**config.mk**
```make
export PLATFORM = sky130hd
export DESIGN_NAME = queue_drain_stage
export DESIGN_NICKNAME = d
export VERILOG_FILES = /design/src/rtl/queue_drain_stage_pkg.sv /design/src/rtl/queue_drain_stage_sat_countern.sv /design/src/rtl/queue_drain_stage.sv
export SDC_FILE = /design/constraint.sdc
export NUM_CORES = 1
export LEC_CHECK = 0
export CORE_MARGIN = 4
export CORE_UTILIZATION = 26
export CTS_BUF_LIST = sky130_fd_sc_hd__clkbuf_2
export DETAILED_ROUTE_END_ITERATION = 6
export GPL_TIMING_DRIVEN = 0
export SLEW_MARGIN = 20
export SYNTH_ARGS = -nofsm -noshare
export SYNTH_HDL_FRONTEND = slang
export SYNTH_SLANG_ARGS = --single-unit
```
**constraint.sdc**
```tcl
create_clock -name clk -period 2.05 [get_ports clk]
set_input_delay 0.41 -clock clk [delete_from_list [all_inputs] [get_ports clk]]
set_output_delay 0.41 -clock clk [all_outputs]
set_load 0.02 [all_outputs]
```
**src/rtl/queue_drain_stage_pkg.sv**
```systemverilog
// Shared definitions for the queue drain stage: FSM state encoding and
// entry field slicing helpers for the M/N split.
package queue_drain_stage_pkg;
  typedef enum logic {
    ST_RUN   = 1'b0,
    ST_FLUSH = 1'b1
  } state_t;
endpackage

`define QDS_M_FIELD(e, nw, mw) e[(nw)+(mw)-1:(nw)]
`define QDS_N_FIELD(e, nw) e[(nw)-1:0]

```
**src/rtl/queue_drain_stage_sat_countern.sv**
```systemverilog
// Saturating up-counter with asynchronous active-high clear; holds at all-ones.
module sat_countern #(
  parameter int WIDTH = 16
) (
  input  logic             clk,
  input  logic             clr,
  input  logic             inc,
  output logic [WIDTH-1:0] count
);
  always_ff @(posedge clk or posedge clr) begin
    if (clr) count <= '0;
    else if (inc && (count != {WIDTH{1'b1}})) count <= count + 1'b1;
  end
endmodule

```
**src/rtl/queue_drain_stage.sv**
```systemverilog
// Pops READY head entries from the M/N queue into a 2-entry skid buffer feeding
// a valid/ready output; flush mode discards queued entries and counts them.
module queue_drain_stage
  import queue_drain_stage_pkg::*;
#(
  parameter int M_WIDTH   = 8,
  parameter int N_WIDTH   = 8,
  parameter int READY_BIT = 0,
  parameter int CNT_WIDTH = 16
) (
  input  logic                       clk,
  input  logic                       clr,
  input  logic [M_WIDTH+N_WIDTH-1:0] q_dout,
  input  logic                       q_empty,
  output logic                       q_rd,
  input  logic                       flush,
  output logic                       out_valid,
  input  logic                       out_ready,
  output logic [M_WIDTH+N_WIDTH-1:0] out_data,
  output logic                       flushing,
  output logic [CNT_WIDTH-1:0]       stall_cnt,
  output logic [CNT_WIDTH-1:0]       drop_cnt
);
  localparam int E_WIDTH = M_WIDTH + N_WIDTH;

  state_t state, state_nxt;
  logic [1:0]         count;
  logic [1:0]         slot;
  logic [E_WIDTH-1:0] buf0, buf1;
  logic               head_rdy, push, pop;

  assign head_rdy = q_dout[N_WIDTH+READY_BIT];

  // q_rd depends on registered count only, never on out_ready (timing cut)
  always_comb begin
    state_nxt = state;
    q_rd      = 1'b0;
    unique case (state)
      ST_RUN: begin
        q_rd = ~clr & ~q_empty & head_rdy & (count < 2'd2) & ~flush;
        if (flush) state_nxt = ST_FLUSH;
      end
      ST_FLUSH: begin
        q_rd = ~clr & ~q_empty;
        if (!flush && q_empty) state_nxt = ST_RUN;
      end
      default: state_nxt = ST_RUN;
    endcase
  end

  assign flushing  = (state == ST_FLUSH);
  assign out_valid = (count != 2'd0);
  assign out_data  = buf0;
  assign push      = q_rd & (state == ST_RUN);
  assign pop       = out_valid & out_ready;
  assign slot      = count - {1'b0, pop};

  always_ff @(posedge clk or posedge clr) begin
    if (clr) begin
      state <= ST_RUN;
      count <= 2'd0;
      buf0  <= '0;
      buf1  <= '0;
    end else begin
      state <= state_nxt;
      if (flush) begin
        count <= 2'd0;
      end else begin
        count <= count + {1'b0, push} - {1'b0, pop};
        if (pop) buf0 <= buf1;
        // push lands in the first free slot after the pop shift
        if (push) begin
          if (slot == 2'd0) buf0 <= q_dout;
          else              buf1 <= q_dout;
        end
      end
    end
  end

  sat_countern #(.WIDTH(CNT_WIDTH)) u_stall_cnt (
    .clk   (clk),
    .clr   (clr),
    .inc   ((state == ST_RUN) & ~q_empty & ~head_rdy),
    .count (stall_cnt)
  );

  sat_countern #(.WIDTH(CNT_WIDTH)) u_drop_cnt (
    .clk   (clk),
    .clr   (clr),
    .inc   ((state == ST_FLUSH) & q_rd),
    .count (drop_cnt)
  );
endmodule

```
### Word-level counts from Yosys, hierarchy flattened

Index checks and enable logic that the tools add are counted.

* flip-flop bits (word level): 67

* reductions and logical operators: 7
* add/subtract/negate cells: 5
* order comparisons: 1
* bitwise gates (word level): 15
* mux-type cells: 8
* eq/ne operators: 2

Operators with widths (number)
* $mux 16: 3
* $add 16x1->16 const B: 2
* $ne 16x16->1 const B: 2
* $and 1x1->1: 9
* $not 1->1: 6
* $pmux 1 s2: 2
* $sub 2x1->2: 2
* $logic_and 1x1->1: 3
* $reduce_and 3->1: 1
* $add 2x1->2: 1
* $logic_not 2->1: 1
* $lt 2x2->1 const B: 1
* $mux 1: 2
* $mux 2: 1
* $reduce_bool 2->1: 1
* $logic_not 1->1: 1

### Depth between registers and ports, before layout

* depth after elaboration: 10
* gate-level depth with buffers: 7

### By module

From an unflattened synthesis, not the netlist that was laid out.

* cells, all modules: 255
* area, all modules: 3190.6 um^2

By module, submodules not included
* sat_countern: area an instance 805.8 um^2, cells each 71, seq. area each 400.4 um^2, instances 2
* queue_drain_stage: area an instance 1579.0 um^2, cells each 113, seq. area each 875.8 um^2, instances 1

### Worst setup path before layout

No wires, ideal clock.

* kind: input-to-reg
* from: in clr
* to: reg u_drop_cnt.count[1]
* data arrival time: 2.658 ns
* setup slack: -0.733 ns
* stages on the path: 4
* path through: inv_1 -> and3_1 -> o21ai_0 -> mux2_2

* longest elaborated chain between the ends: 8

Ends and longest elaborated chain
* from (decl): line queue_drain_stage.sv:12 `input logic clr,`
* $not 1->1 *: line queue_drain_stage.sv:40, queue_drain_stage.sv:44
* $and 1x1->1 *: line queue_drain_stage.sv:40, queue_drain_stage.sv:44
* $and 1x1->1 (3 in series): line queue_drain_stage.sv:40 `q_rd = ~clr & ~q_empty & head_rdy & (count < 2'd2) & ~flush;`
* $pmux 1 s2 *: line queue_drain_stage.sv:38 `unique case (state)`
* $and 1x1->1 *: line queue_drain_stage.sv:90 `.inc ((state == ST_FLUSH) & q_rd),`
* $logic_and 1x1->1 *: line queue_drain_stage_sat_countern.sv:12 `else if (inc && (count != {WIDTH{1'b1}})) count <= count + 1'b1;`
* to (signal assigned): line queue_drain_stage_sat_countern.sv:12
* to (decl): line queue_drain_stage_sat_countern.sv:8 `output logic [WIDTH-1:0] count`

Mark *: on every way between the ends. The rest lies on a longest branch, timed or not.
A chain may end at the register's enable or synchronous reset.

### Final worst setup path

* from: in clr
* to: reg buf0[1], in the netlist out_data[1]

* longest elaborated chain between the ends: 8

Ends and longest elaborated chain
* $not 1->1 *: line queue_drain_stage.sv:40, queue_drain_stage.sv:44
* $and 1x1->1 *: line queue_drain_stage.sv:40, queue_drain_stage.sv:44
* $and 1x1->1 (3 in series): line queue_drain_stage.sv:40
* $pmux 1 s2 *: line queue_drain_stage.sv:38
* $and 1x1->1 *: line queue_drain_stage.sv:54 `assign push = q_rd & (state == ST_RUN);`
* $mux 16 *: line queue_drain_stage.sv:72 `if (push) begin`
* to (signal assigned): line queue_drain_stage.sv:70 `if (pop) buf0 <= buf1;`
* to (signal assigned): line queue_drain_stage.sv:73 `if (slot == 2'd0) buf0 <= q_dout;`
* to (decl): line queue_drain_stage.sv:29 `logic [E_WIDTH-1:0] buf0, buf1;`

Marked as above.

==> flow_summary.yaml <==
status:
  status: "complete, no violations"
place:
  dp.cells: 478
  detailed_place_hpwl_um: 5210
  gp_congestion: 0.722
  dp_slack_ps: -766
  port_buffers: 71
setup_path:
  worstPathRequired_ps: 2470
  r2r_slack_ps: 90
  r2r-start: "flushing"
  worstPathMaxFanout: 10
  rr_worst_depth: 5
  critPathLaunchType: "input pin"
  worstSetupEndpointType: "flop"
  worstPathArrival_ps: 2380
  path_class: "in -> reg"
  r2r-end: "out_data[1]"
pwr:
  ir_worst_vdd_uv: 510
  p_sw_mw: 1.41
  p_seq_frac: 0.482
  p_sw_frac: 0.367
  p_per_area_nw_per_um2: 895
  p_comb_frac: 0.364
  power_leakage_nw: 2.19
  p_int_mw: 2.42
  pwr-share-clk: 0.155
timing:
  period_needed_ps: 1960
  hold_violations: 0
  hold_slack_ps: 237
  clock.fmax_mhz: 510
  finalMaxSlewViolations: 0
  relSlewSlack: 0.617
  fin_crit_sh: 0.956
  worst_pin_slew_ps: 570
  worst_slack_ps: 91.1
  rsz0062_at_grt: "true"
  finalSetupViolations: 0
  clock_skew_ps: 22.3
clocking:
  cts_tree: "yes"
  insertion_delay_ps: 520
  cts_sinks: 67
  cts_buffer_depth: 2
  htreeDepth: 3
  path_clk_slew_ps: 170
  cts-buffers-inserted: 9
  clockRootBuffer: "clkbuf_2"
yosys:
  synth-async-reset-ratio: 1.00
  yosys_register_bits: 67
  ys.warnings.count: 0
  synth-seq-area-share: 0.530
  synth_cell_types: 41
  synth_edf_count: 0
  syn_inst: 258
  synth_area_um2: 3160
  ys.flop_type: "dfrtp_1"
  avgSynthCellArea_um2: 12.3
  synth_fp_nets: 283
drt:
  first_pass_iters: 4
  ant_nets: 0
  drc: 0
  vias: 2356
  drtIter0Drc: 133
  viasPerCell: 4.74
  wl_per_cell_um: 14.8
  totalWireLength_um: 7330
grt:
  grt_pass1_wl_um: 12500
  antenna_found_initial: 0
  overflow: 0
  grt_max_degree: 34
  grt_usage: 0.113
  grt_pass1_vias: 2494
layout:
  fillers: 1216
  antenna_cells: 0
  final_cells: 497
  multiInputGateArea_um2: 1480
  drive_gt1_frac: 0.200
  final_cell_mix: "65 x dfrtp_1, 31 x dlygate4sd2_1, 24 x xnor2_1, 23 x clkdlybuf4s50_1, 18 x and2_1"
  finish.net_count: 373
  layout_commonest_cell: "dfrtp_1"
  regArea_um2: 1680
  syn_to_final_growth_pct: 35.3
run:
  maxCapViolations: 0
floorplanning:
  core_um2: 12000
  start_util: 0.264
  io_pins: 72
  fp.dieArea_um2: 14000
  placementRows: 40
  fp.dieW_um: 118
  die_h_um: 118
min_path:
  hold_class: "in -> async"
[cells in the mapped netlist (2+ instances only)]
master	instances	share of area
dfrtp_1	67	0.53
xnor2_1	24	0.066
and2_1	18	0.036
a221o_1	15	0.047
nand3_1	13	0.021
nand4_1	13	0.026
mux2_2	9	0.032
mux2_4	9	0.043
nor2_1	9	0.011
inv_1	7	0.0083
nand2_1	7	0.0083
and3_1	6	0.012
xor2_1	6	0.017
nor3_1	5	0.0079
o21ai_0	5	0.0079
and4_1	4	0.011
ha_1	4	0.016
a21oi_1	3	0.0047
clkbuf_1	3	0.0036
o2111ai_1	3	0.0083
o211ai_1	3	0.0071
nand2b_4	2	0.0087
nor2b_1	2	0.0040
nor3b_1	2	0.0047
nor4_4	2	0.013
or2_2	2	0.0040
[layout make-up]
class / count / share of cell area
flip-flops and latches: 67 / 0.393
multi-input cells: 178 / 0.347
repair buffers: 81 / 0.188
well taps: 147 / 0.0430
clock buffers: 12 / 0.0140
plain buffers: 4 / 0.00790
inverters: 7 / 0.00702
clock inverters: 1 / 0.000878
[sequential cells by signal (all words and copies together) (netlist names)]
signal,flops
u_stall_cnt.count,16
u_drop_cnt.count,16
buf1,16
flushing,1
count,2
out_data,16
[worst max path at each step]
stage          slack [ps]                   to             startpoint  cells after the start
2_1_floorplan        -330  u_drop_cnt.count[1]                    clr                      4
3_3_place_gp        -1530  u_drop_cnt.count[1]                    clr                      5
3_5_place_dp         -770          out_data[7]                    clr                      6
4_1_cts               0.3        stall_cnt[10]  u_stall_cnt.count[10]                      1
5_1_grt               -20                 q_rd               count[1]                      4
6_report               90          out_data[1]                    clr                      6
[logic make-up after synthesis]
kind of cell    count (synthesis)  synth area share
buf+inv                        13            0.0233
fa+ha+maj                       4            0.0158
compound gates                 33            0.0847
mux                            18            0.0748
flops                          67             0.530
xor+xnor                       30            0.0831
simple gates                   93             0.188
[power by group through the flow]
| stage | clock, mW | sequential [mW] | combinational (mW) |
|---|---|---|---|
| global placement | 0 | 1.88 | 1.41 |
| CTS | 0.647 | 1.85 | 1.41 |
| finish | 0.592 | 1.84 | 1.39 |
| floorplan | 0 | 2.09 | 0.524 |
| detailed placement | 0 | 1.88 | 1.44 |
| global route | 0.695 | 1.89 | 1.50 |
[routing by layer]
layer  GRT usage  vias to the layer above  share of wire
li1            -                     1135              -
met1       0.134                     1152           0.45
met2       0.180                       58           0.47
met3      0.0517                       11          0.062
met4      0.0403                        0          0.016
met5           0                        -              0
[repair_timing]
action	in CTS	in global routing
pin swaps	2	2
hold buffers	0	0
resized for setup	53	21
buffers inserted	7	1
setup endpoints to repair	55	50
[through the flow]
| stage | TNS [ps] | utilization | power (mW) | area [um2] |
|---|---|---|---|---|
| detailed placement | -23200 | 0.344 | 3.32 | 4120 |
| finish | 0 | 0.358 | 3.83 | 4280 |
| global route | -15.7 | 0.358 | 4.09 | 4280 |
| global placement | -35840 | 0.341 | 3.29 | 4080 |
| floorplan | -1000 | - | 2.62 | 3190 |
| CTS | 0 | 0.353 | 3.91 | 4220 |
[worst max-delay path, stage by stage]
cell             delay, ps
clkdlybuf4s50_1        500
or4b_4                 610
nor2_1                 160
o21bai_2               140
buf_4                  210
a221o_1                350
(Power assumes the default switching activity.)
